==> config.mk <==
export PLATFORM = sky130hd
export DESIGN_NAME = sram_port_arbiter
export DESIGN_NICKNAME = d
export VERILOG_FILES = /design/src/rtl/sram_port_arbiter.sv
export SDC_FILE = /design/constraint.sdc
export NUM_CORES = 1
export LEC_CHECK = 0
export CORE_MARGIN = 4
export CORE_UTILIZATION = 25
export CTS_CLUSTER_SIZE = 8
export DETAILED_ROUTE_END_ITERATION = 16
export PLACE_DENSITY_LB_ADDON = 0.3
export SETUP_SLACK_MARGIN = 0.1
export SYNTH_ARGS = -nofsm -noshare
export SYNTH_HDL_FRONTEND = slang
export SYNTH_SLANG_ARGS = --single-unit
==> constraint.sdc <==
create_clock -name clk -period 1.9 [get_ports clk]
set_input_delay 0.38 -clock clk [delete_from_list [all_inputs] [get_ports clk]]
set_output_delay 0.38 -clock clk [all_outputs]
set_load 0.005 [all_outputs]
==> src/rtl/sram_port_arbiter.sv <==
// Shares one SRAM-like memory port between instruction fetch and data access,
// one transaction at a time, with data priority and a fetch starvation guard.
module sram_port_arbiter #(
  parameter int STARVE_LIMIT = 4,
  parameter int CNT_W        = 3
) (
  input  logic        clk,
  input  logic        rst,
  input  logic        inst_req,
  input  logic [31:0] inst_addr,
  output logic        inst_addr_ok,
  output logic        inst_data_ok,
  output logic [31:0] inst_rdata,
  input  logic        data_req,
  input  logic        data_wr,
  input  logic [3:0]  data_wstrb,
  input  logic [31:0] data_addr,
  input  logic [31:0] data_wdata,
  output logic        data_addr_ok,
  output logic        data_data_ok,
  output logic [31:0] data_rdata,
  output logic        bus_req,
  output logic        bus_wr,
  output logic [3:0]  bus_wstrb,
  output logic [31:0] bus_addr,
  output logic [31:0] bus_wdata,
  input  logic        bus_addr_ok,
  input  logic        bus_data_ok,
  input  logic [31:0] bus_rdata,
  output logic        stallreq
);

  typedef enum logic [1:0] {
    IDLE = 2'd0,
    ADDR = 2'd1,
    DATA = 2'd2
  } state_e;

  state_e            state_q, state_d;
  logic              owner_q, owner_d;
  logic              wr_q, wr_d;
  logic [3:0]        wstrb_q, wstrb_d;
  logic [31:0]       addr_q, addr_d;
  logic [31:0]       wdata_q, wdata_d;
  logic [CNT_W-1:0]  cnt_q, cnt_d;

  logic starved;
  logic grant_data;
  logic grant_inst;

  always_ff @(posedge clk or negedge rst) begin
    if (!rst) begin
      state_q <= IDLE;
      owner_q <= 1'b0;
      wr_q    <= 1'b0;
      wstrb_q <= 4'd0;
      addr_q  <= 32'd0;
      wdata_q <= 32'd0;
      cnt_q   <= '0;
    end else begin
      state_q <= state_d;
      owner_q <= owner_d;
      wr_q    <= wr_d;
      wstrb_q <= wstrb_d;
      addr_q  <= addr_d;
      wdata_q <= wdata_d;
      cnt_q   <= cnt_d;
    end
  end

  // Data wins a tie unless fetch has already been passed over STARVE_LIMIT times.
  assign starved    = (cnt_q == CNT_W'(STARVE_LIMIT));
  assign grant_data = data_req & ~(inst_req & starved);
  assign grant_inst = inst_req & ~grant_data;

  always_comb begin
    state_d      = state_q;
    owner_d      = owner_q;
    wr_d         = wr_q;
    wstrb_d      = wstrb_q;
    addr_d       = addr_q;
    wdata_d      = wdata_q;
    cnt_d        = cnt_q;
    inst_addr_ok = 1'b0;
    data_addr_ok = 1'b0;
    inst_data_ok = 1'b0;
    data_data_ok = 1'b0;
    bus_req      = 1'b0;

    case (state_q)
      IDLE: begin
        if (grant_data) begin
          data_addr_ok = rst;
          state_d      = ADDR;
          owner_d      = 1'b1;
          wr_d         = data_wr;
          wstrb_d      = data_wstrb;
          addr_d       = data_addr;
          wdata_d      = data_wdata;
          if (!inst_req) begin
            cnt_d = '0;
          end else if (!starved) begin
            cnt_d = cnt_q + CNT_W'(1);
          end
        end else if (grant_inst) begin
          inst_addr_ok = rst;
          state_d      = ADDR;
          owner_d      = 1'b0;
          wr_d         = 1'b0;
          wstrb_d      = 4'd0;
          addr_d       = inst_addr;
          wdata_d      = 32'd0;
          cnt_d        = '0;
        end
      end
      ADDR: begin
        bus_req = 1'b1;
        if (bus_addr_ok) begin
          state_d = DATA;
        end
      end
      DATA: begin
        if (bus_data_ok) begin
          inst_data_ok = ~owner_q;
          data_data_ok = owner_q;
          state_d      = IDLE;
        end
      end
      default: begin
        state_d = IDLE;
      end
    endcase

    // Gated by reset so the pipeline sees no stall while the arbiter is held.
    stallreq = rst & ((state_q != IDLE) |
                      (inst_req & ~inst_addr_ok) |
                      (data_req & ~data_addr_ok));
  end

  assign bus_wr     = wr_q;
  assign bus_wstrb  = wstrb_q;
  assign bus_addr   = addr_q;
  assign bus_wdata  = wdata_q;
  assign inst_rdata = bus_rdata;
  assign data_rdata = bus_rdata;

endmodule

After elaboration in Yosys (flattened, before gate mapping)
Index checks and enable logic that the tools add are counted.
{"block": "totals", "ff_bits": 75, "output_inout_bits": 139, "word_cells": 62}
{"block": "classes", "add_sub_neg": 1, "eq_ne": 7, "mux": 28, "bitwise_logic": 13, "reduce_logical": 6}
{"op": "32-bit two-way mux", "n": 4}
{"op": "1-bit two-way mux", "n": 13}
{"op": "3-bit two-way mux", "n": 4}
{"op": "2-bit two-way mux", "n": 4}
{"op": "4-bit two-way mux", "n": 2}
{"op": "1-bit bitwise AND", "n": 6}
{"op": "3-bit inequality test, second input constant", "n": 2}
{"op": "2-bit one-hot mux with 3 select lines", "n": 1}
{"op": "3-bit AND reduction", "n": 2}
{"op": "1-bit inverter", "n": 5}
{"op": "2-bit inequality test, second input constant", "n": 2}
{"op": "2-bit nonzero test", "n": 2}
{"op": "3-bit by 1-bit adder with 3-bit output, second input constant", "n": 1}
{"op": "3-bit equality test, second input constant", "n": 1}
{"op": "2-bit by 1-bit equality test with 1-bit output, second input constant", "n": 1}
{"op": "2-bit equality test, second input constant", "n": 1}
{"op": "2-bit logical NOT", "n": 1}
{"op": "1-bit OR", "n": 2}
{"op": "2-bit AND reduction", "n": 1}

Logic depth before layout (Yosys ltp)
Gate-level depths: netlist of the first run.
{"block": "depth", "ltp_word": 14, "ltp_mapped": 7, "ltp_nobuf": 5}

Least setup slack after synthesis of the first run
Ideal clock, no wire load.
{"block": "synth_timing", "path_kind": "register -> output", "startpoint": "register cnt_q[0]", "endpoint": "output port inst_addr_ok", "t_arrival_ns": 1.359, "t_required_ns": 1.520, "setup_slack_ns": 0.161, "stages_incl_launch_ff": 8, "n_path_buf": 2, "path_cell_list": "dfrtp_1 > inv_1 > ha_1 > nand3_2 > and2_1 > clkbuf_1 > buf_2 > nor2_1"}
{"block": "synth_via", "elab_chain_len": 9}
{"item": "start: declaration", "line": "45", "source": "logic [CNT_W-1:0] cnt_q, cnt_d;"}
{"item": "start signal: assignment", "line": "67", "source": "cnt_q <= cnt_d;"}
{"item": "3-bit equality test (*)", "line": "72", "source": "assign starved = (cnt_q == CNT_W'(STARVE_LIMIT));"}
{"item": "1-bit bitwise AND (*)", "line": "73", "source": "assign grant_data = data_req & ~(inst_req & starved);"}
{"item": "1-bit inverter (*)", "line": "73"}
{"item": "1-bit bitwise AND (*)", "line": "73"}
{"item": "1-bit inverter", "line": "74", "source": "assign grant_inst = inst_req & ~grant_data;"}
{"item": "1-bit bitwise AND", "line": "74"}
{"item": "1-bit two-way mux", "line": "105", "source": "end else if (grant_inst) begin"}
{"item": "1-bit two-way mux (*)", "line": "92", "source": "if (grant_data) begin"}
{"item": "1-bit two-way mux (*)", "line": "90", "source": "case (state_q)"}
{"item": "end: declaration", "line": "11", "source": "output logic inst_addr_ok,"}
Every way passes the cells marked *; elsewhere a longest branch is shown, timed or not.

Final worst setup path of the first run
{"block": "layout_timing", "startpoint": "register cnt_q[1]", "endpoint": "output port data_addr_ok"}
{"block": "layout_via", "elab_chain_len": 6}
{"item": "3-bit equality test", "line": "72"}
{"item": "1-bit bitwise AND", "line": "73"}
{"item": "1-bit inverter", "line": "73"}
{"item": "1-bit bitwise AND", "line": "73"}
{"item": "1-bit two-way mux", "line": "92"}
{"item": "1-bit two-way mux", "line": "90"}
{"item": "end: declaration", "line": "19", "source": "output logic data_addr_ok,"}
Every way passes these cells.

==> results of run 1 <==
## final timing paths
check,from,end,depth (start not counted)
max in group asynchronous,rst,bus_addr[26]$_DFFE_PN0P_,3
min in group clk,bus_wdata[20]$_DFFE_PN0P_,bus_wdata[20]$_DFFE_PN0P_,1
worst min-delay path,rst,bus_addr[28]$_DFFE_PN0P_,2
worst min register to register,bus_wdata[20]$_DFFE_PN0P_,bus_wdata[20]$_DFFE_PN0P_,1
worst max-delay path,cnt_q[1]$_DFFE_PN0P_,data_addr_ok,6
worst max register to register,cnt_q[1]$_DFFE_PN0P_,bus_wdata[25]$_DFFE_PN0P_,7
## cell usage after synthesis (3+ instances only)
cell type	number
buf_6	6
inv_1	35
o221ai_2	30
nand2_1	3
buf_2	12
nand4_1	32
a22o_1	37
nand3_1	33
dfrtp_1	75
clkbuf_1	16
buf_4	64
## layout by cell type, fill, tap and decap left out, types with 4 or more instances in the layout
cell type and instances:
clkbuf_16 9, nand4_1 32, clkdlybuf4s50_1 173, dfrtp_1 75
a22o_1 37, inv_1 33, nand3_1 33, o221ai_2 30
buf_12 4, buf_4 22
## power by group through the flow
stage / logic, mW / clock network, mW / registers (mW)
after floorplan: 2.22 / 0 / 2.78
after global placement: 4.21 / 0 / 2.76
after detailed placement: 4.29 / 0 / 2.76
after CTS: 4.36 / 1.91 / 2.77
after global routing: 4.81 / 1.98 / 2.86
final: 4.43 / 1.84 / 2.76
## through the flow
step | power, mW | setup WS (ns) | cells | area (µm²)
finish | 9.030 | 0.07649 | 711 | 6055
floorplan | 4.995 | 0.1615 | 369 | 4025
global route | 9.647 | 0.007643 | 711 | 6055
CTS | 9.046 | -0.06414 | 705 | 5981
detailed placement | 7.057 | -0.5121 | 688 | 5622
global placement | 6.968 | -0.5179 | 688 | 5622
## cell type report
cell class | instances | area, µm² | share of cell area, %
Inverter | 35 | 131.4 | 2.170
Clock buffer | 10 | 239.0 | 3.947
Multi-Input combinational cell | 161 | 1398 | 23.08
Tap cell | 216 | 270.3 | 4.464
Timing Repair Buffer | 209 | 2062 | 34.06
Sequential cell | 75 | 1877 | 31.00
Clock inverter | 5 | 77.57 | 1.281
## kinds of logic (layout without fill, tap and decap cells)
group / count (synthesis) / after routing
buf+inv: 134 / 259
fa+ha+maj: 2 / 2
xor+xnor: 1 / 1
compound gates: 77 / 77
simple gates: 80 / 81
flops: 75 / 75
## metal layers
layer	up-vias	routed length (µm)
met2	158	6210
met1	1622	4812
met4	0	421
met5	-	0
li1	1518	-
met3	41	1242
## state kept, by name, summed over array words and instances (netlist names)
signal / count
state_q: 2
cnt_q: 3
bus_addr: 32
bus_wr: 1
bus_wdata: 32
owner_q: 1
bus_wstrb: 4
## repair_timing
| item | CTS | global route |
|---|---|---|
| setup endpoints to repair | 58 | 49 |
| hold buffers | 1 | 0 |
| setup buffers | 0 | 6 |
| cloned | 1 | 0 |
| pin swaps | 4 | 3 |
| gates resized for setup | 26 | 9 |
| endpoints found under the hold margin | 6 | 0 |
==> flow_summary_export.csv, run 1 <==
group,metric,value,unit
power,p_sw,2.932,mW
cts,clk_pin_slew,0.06,ns
timing,finalHoldViolations,0,
logic_synthesis,synth_fa_ha_area_share,0.6217,%
logic_synthesis,synth_simple_gate_area_share,11.44,%
power,p_int,6.099,mW
logic_synthesis,synth_edf_count,0,
critical_path,required,1.52,ns
cts,worstSkewPairLatency,0.34,ns
cells_and_area,fin_util,38.25,%
logic_synthesis,postSynthAreaPerCell,10.91,µm²
timing,finalCritPeriodShare,95.97,%
logic_synthesis,ys_seq_elements,75,
timing,setup_viol,0,
critical_path,reg2reg_slack,0.23,ns
power,p_leak,2.509,nW
floorplanning,die_w,134.9,µm
logic_synthesis,synth_top_family_by_area,"compound AO/OA/AOI/OAI gates",
cts,cts-buffers-inserted,9,
power,combPwrFrac,49.1,%
cts,cts.path.max_buffers,2,
critical_path,path_cells,"inv_2, ha_4, nand3_4, and2_4, and3_4, buf_6",
logic_synthesis,yosys.area_share.xor_xnor,0.2176,%
logic_synthesis,ys.flop_type,"dfrtp_1",
route,firstDrtPassIters,4,
timing,slew_violations,0,
grt,grt_use_met1,15.49,%
logic_synthesis,synth_compound_area_share,21.14,%
floorplanning,initial_utilization,25.43,%
logic_synthesis,synth_top_cell_by_area,"dfrtp_1",
grt,grt_start_max_net_pins,47,
critical_path,end_kind,"primary output",
route,vias,3339,
timing,max_freq,548.4,MHz
cells_and_area,area_growth,50.42,%
route,drc,0,
logic_synthesis,synth_nets,510,
logic_synthesis,synthCells,369,
cells_and_area,fillers,1537,
floorplanning,rows,46,
place,portBuffers,181,
logic_synthesis,synth_top_cell_area_share,46.63,%
power,powerDensity,1492,mW/mm²
cts,root_buffer,"clkbuf_16",
grt,antenna_found_initial,0,
route,wirelength,12690,µm
critical_path,cp_max_fo,3,
grt,grtUsageTotal,13.77,%
floorplanning,dieArea,0.01819,mm²
timing,rsz0062_at_grt,"true",
route,wire_per_inst,17.84,µm
power,clock_power_share,20.4,%
cts,cts_tree,"yes",
logic_synthesis,yosysSeqAreaShare,46.63,%
route,drtIter0Drc,113,
route,ant_nets,0,
timing,worst_pin_slew,0.5345,ns
cts,cts_max_level,3,
timing,min_period,1.824,ns
critical_path,critPathArrivalTime,1.44,ns
critical_path,max_stage_delay,0.39,ns
floorplanning,die_h,134.9,µm
cts,cts.sinks,75,
logic_synthesis,synthMuxAreaShare,0,%
grt,top_usage_layer,"met2",
power,switching_share,32.47,%
critical_path,path_class,"flip-flop to primary output",
critical_path,slowest_stage,"dfrtp_1",
logic_synthesis,async_reset_ff_share,100.0,%
status,status,"finished, final reports clean",
grt,met2_usage,23.10,%
floorplanning,placeableCoreArea,0.01583,mm²
hold_path,hold_class,"primary input to async pin",
grt,grt_pass1_wl,19510,µm
timing,slew_headroom,64.37,%
cells_and_area,nets,632,
critical_path,critPathTopFamily,"simple AND/OR/NAND/NOR gates",
logic_synthesis,synthDistinctLibCells,31,
timing,hold_slack,0.1343,ns
timing,clock-skew-final,0.008823,ns
job,maxCapViolCount,0,
place,hpwl,8685,µm
logic_synthesis,synthTopCellsByArea,"dfrtp_1 (47%), buf_4 (12%), o221ai_2 (11%)",
critical_path,path_buf_inv,2,
logic_synthesis,netlist_area,0.004025,mm²
power,peakVddDrop,0.5340,mV
floorplanning,ios,278,
cells_and_area,num_antenna_cells,0,
power,seqPwrFrac,30.5,%
route,vias_per_cell,4.696,
grt,grt_overflow,0,
grt,grt_pass1_vias,3638,
cells_and_area,drive_gt1_share,17.98,%
critical_path,startpoint_type,"flip-flop",
grt,grt_util_met3,5.328,%
logic_synthesis,yosysWarnings,0,
place,gp_congestion,0.7610,
timing,setup_tns,0,ns
(Power assumes the default switching activity.)
==> run 2, diff against run 1 <==
--- a/config.mk
+++ b/config.mk
@@ -9,7 +9,6 @@
 export CORE_UTILIZATION = 25
 export CTS_CLUSTER_SIZE = 8
 export DETAILED_ROUTE_END_ITERATION = 16
-export PLACE_DENSITY_LB_ADDON = 0.3
 export SETUP_SLACK_MARGIN = 0.1
 export SYNTH_ARGS = -nofsm -noshare
 export SYNTH_HDL_FRONTEND = slang
==> run 2 against run 1 <==
  * Clock skew rose by 0.0049 ns
  * Highest routed layer unchanged
  * First-iteration DRC count increased by 8.0%
  * Global-route usage rose by 0.42 points
  * Largest power group unchanged
  * Flip-flop and latch count unchanged
==> flow_summary_export.csv, run 2 (synthesized netlist as in run 1, its figures left out) <==
group,metric,value,unit
timing,timing.final.ws_setup,0.1002,ns
timing,rsz0062_at_grt,"true",
floorplanning,initial_utilization,25.43,%
route,wire_per_inst,18.74,µm
route,wirelength,13290,µm
cts,cts-buffers-inserted,9,
critical_path,critPathArrivalTime,1.42,ns
grt,grt_start_max_net_pins,49,
critical_path,path_class,"flip-flop to primary output",
power,combPwrFrac,49.1,%
route,firstDrtPassIters,4,
power,p_sw,3.018,mW
timing,finalHoldViolations,0,
grt,grt_pass1_vias,3517,
critical_path,end_kind,"primary output",
timing,max_freq,555.6,MHz
place,portBuffers,181,
cells_and_area,nets,629,
place,pre_cts_slack,-0.6457,ns
job,maxCapViolCount,0,
timing,worst_pin_slew,0.5863,ns
power,p_total,8.929,mW
cts,cts.sinks,75,
power,p_leak,2.492,nW
status,status,"finished, final reports clean",
cells_and_area,drive_gt1_share,18.05,%
floorplanning,placeableCoreArea,0.01583,mm²
cells_and_area,final_area,0.006011,mm²
floorplanning,rows,46,
timing,slew_violations,0,
place,dpl_cell_area,0.005615,mm²
cts,cts_tree,"yes",
power,switching_share,33.80,%
floorplanning,dieArea,0.01819,mm²
power,clock_power_share,19.9,%
timing,finalCritPeriodShare,94.73,%
cts,clk_pin_slew,0.06,ns
route,vias_per_cell,4.693,
route,ant_nets,0,
grt,grtUsageTotal,14.19,%
grt,grt_pass1_wl,20290,µm
critical_path,required,1.52,ns
cts,worstSkewPairLatency,0.34,ns
critical_path,startpoint_type,"flip-flop",
cells_and_area,final_cell_mix,"clkdlybuf4s50_1 (172), dfrtp_1 (75), a22o_1 (37), inv_1 (33)",
cts,cts.path.max_buffers,2,
power,seqPwrFrac,31.0,%
hold_path,hold_class,"primary input to async pin",
power,p_int,5.911,mW
floorplanning,ios,278,
place,hpwl,9570,µm
route,drc,0,
timing,min_period,1.800,ns
cells_and_area,area_growth,49.33,%
route,drtIter0Drc,122,
grt,grt_overflow,0,
power,peakVddDrop,0.5311,mV
floorplanning,die_w,134.9,µm
cts,root_buffer,"clkbuf_16",
place,gp_congestion,0.7769,
timing,setup_viol,0,
power,powerDensity,1486,mW/mm²
cts,cts_max_level,3,
critical_path,cp_max_fo,3,
timing,clock-skew-final,0.01373,ns
cells_and_area,final_common_cell,"clkdlybuf4s50_1",
floorplanning,die_h,134.9,µm
timing,slew_headroom,60.91,%
grt,antenna_found_initial,0,
cells_and_area,num_antenna_cells,0,
route,vias,3327,
-- run 2: worst paths after layout --
| kind | start | to | slack [ns] | cells after the start |
|---|---|---|---|---|
| hold / removal | rst | bus_addr[29]$_DFFE_PN0P_ | 0.12 | 2 |
| max in group asynchronous | rst | bus_wdata[14]$_DFFE_PN0P_ | 1.25 | 2 |
| min in group clk | bus_wdata[20]$_DFFE_PN0P_ | bus_wdata[20]$_DFFE_PN0P_ | 0.51 | 1 |
| hold reg to reg | bus_wdata[20]$_DFFE_PN0P_ | bus_wdata[20]$_DFFE_PN0P_ | 0.51 | 1 |
| setup / recovery | cnt_q[1]$_DFFE_PN0P_ | data_addr_ok | 0.10 | 6 |
| setup reg to reg | cnt_q[0]$_DFFE_PN0P_ | bus_wdata[26]$_DFFE_PN0P_ | 0.15 | 7 |
-- run 2: metrics by stage --
step	hold slack, ns	std cells	utilization, %	setup TNS, ns
2_1_floorplan	0.08441	369	-	0
3_3_place_gp	0.2122	687	35.48	-13.62
3_5_place_dp	0.2114	687	35.48	-15.67
4_1_cts	0.1241	707	37.79	0
5_1_grt	0.1417	709	37.98	0
6_report	0.1228	709	37.98	0
-- run 2: critical path, cell delays in order, from the launching register on --
cell and delay, ns:
dfrtp_1 0.39, inv_2 0.07, ha_4 0.12, nand3_2 0.07
and2_4 0.16, and3_4 0.17, buf_6 0.11
-- run 2: power by group through the flow --
stage,Combinational (mW),Clock [mW],Sequential [mW]
2_1_floorplan,2.22,0,2.78
3_3_place_gp,4.23,0,2.78
3_5_place_dp,4.30,0,2.79
4_1_cts,4.39,1.85,2.78
5_1_grt,4.78,1.92,2.86
6_report,4.38,1.78,2.77
-- run 2: per-layer routing --
| layer | GRT usage (%) | part of all wire, % |
|---|---|---|
| met3 | 4.545 | 9.5 |
| met4 | 5.826 | 2.0 |
| met2 | 23.43 | 50 |
| met1 | 17.11 | 39 |
| met5 | 0 | 0 |
-- run 2: repair_timing --
action                                  CTS  global route
resized for setup                        28             6
pin swaps                                 4             2
endpoints found under the hold margin     3             0
cloned                                    0             1
endpoints found under the setup margin   37            71
buffers inserted                          3             1
hold buffers                              1             0
-- run 2: layout make-up --
type	instances	area [µm²]
clock inverter	7	80.08
sequential	75	1877
fill	1518	9817
clock buffer	9	225.2
tap	216	270.3
timing repair buffer	206	2026
inverter	35	131.4
multi-input combinational	161	1401
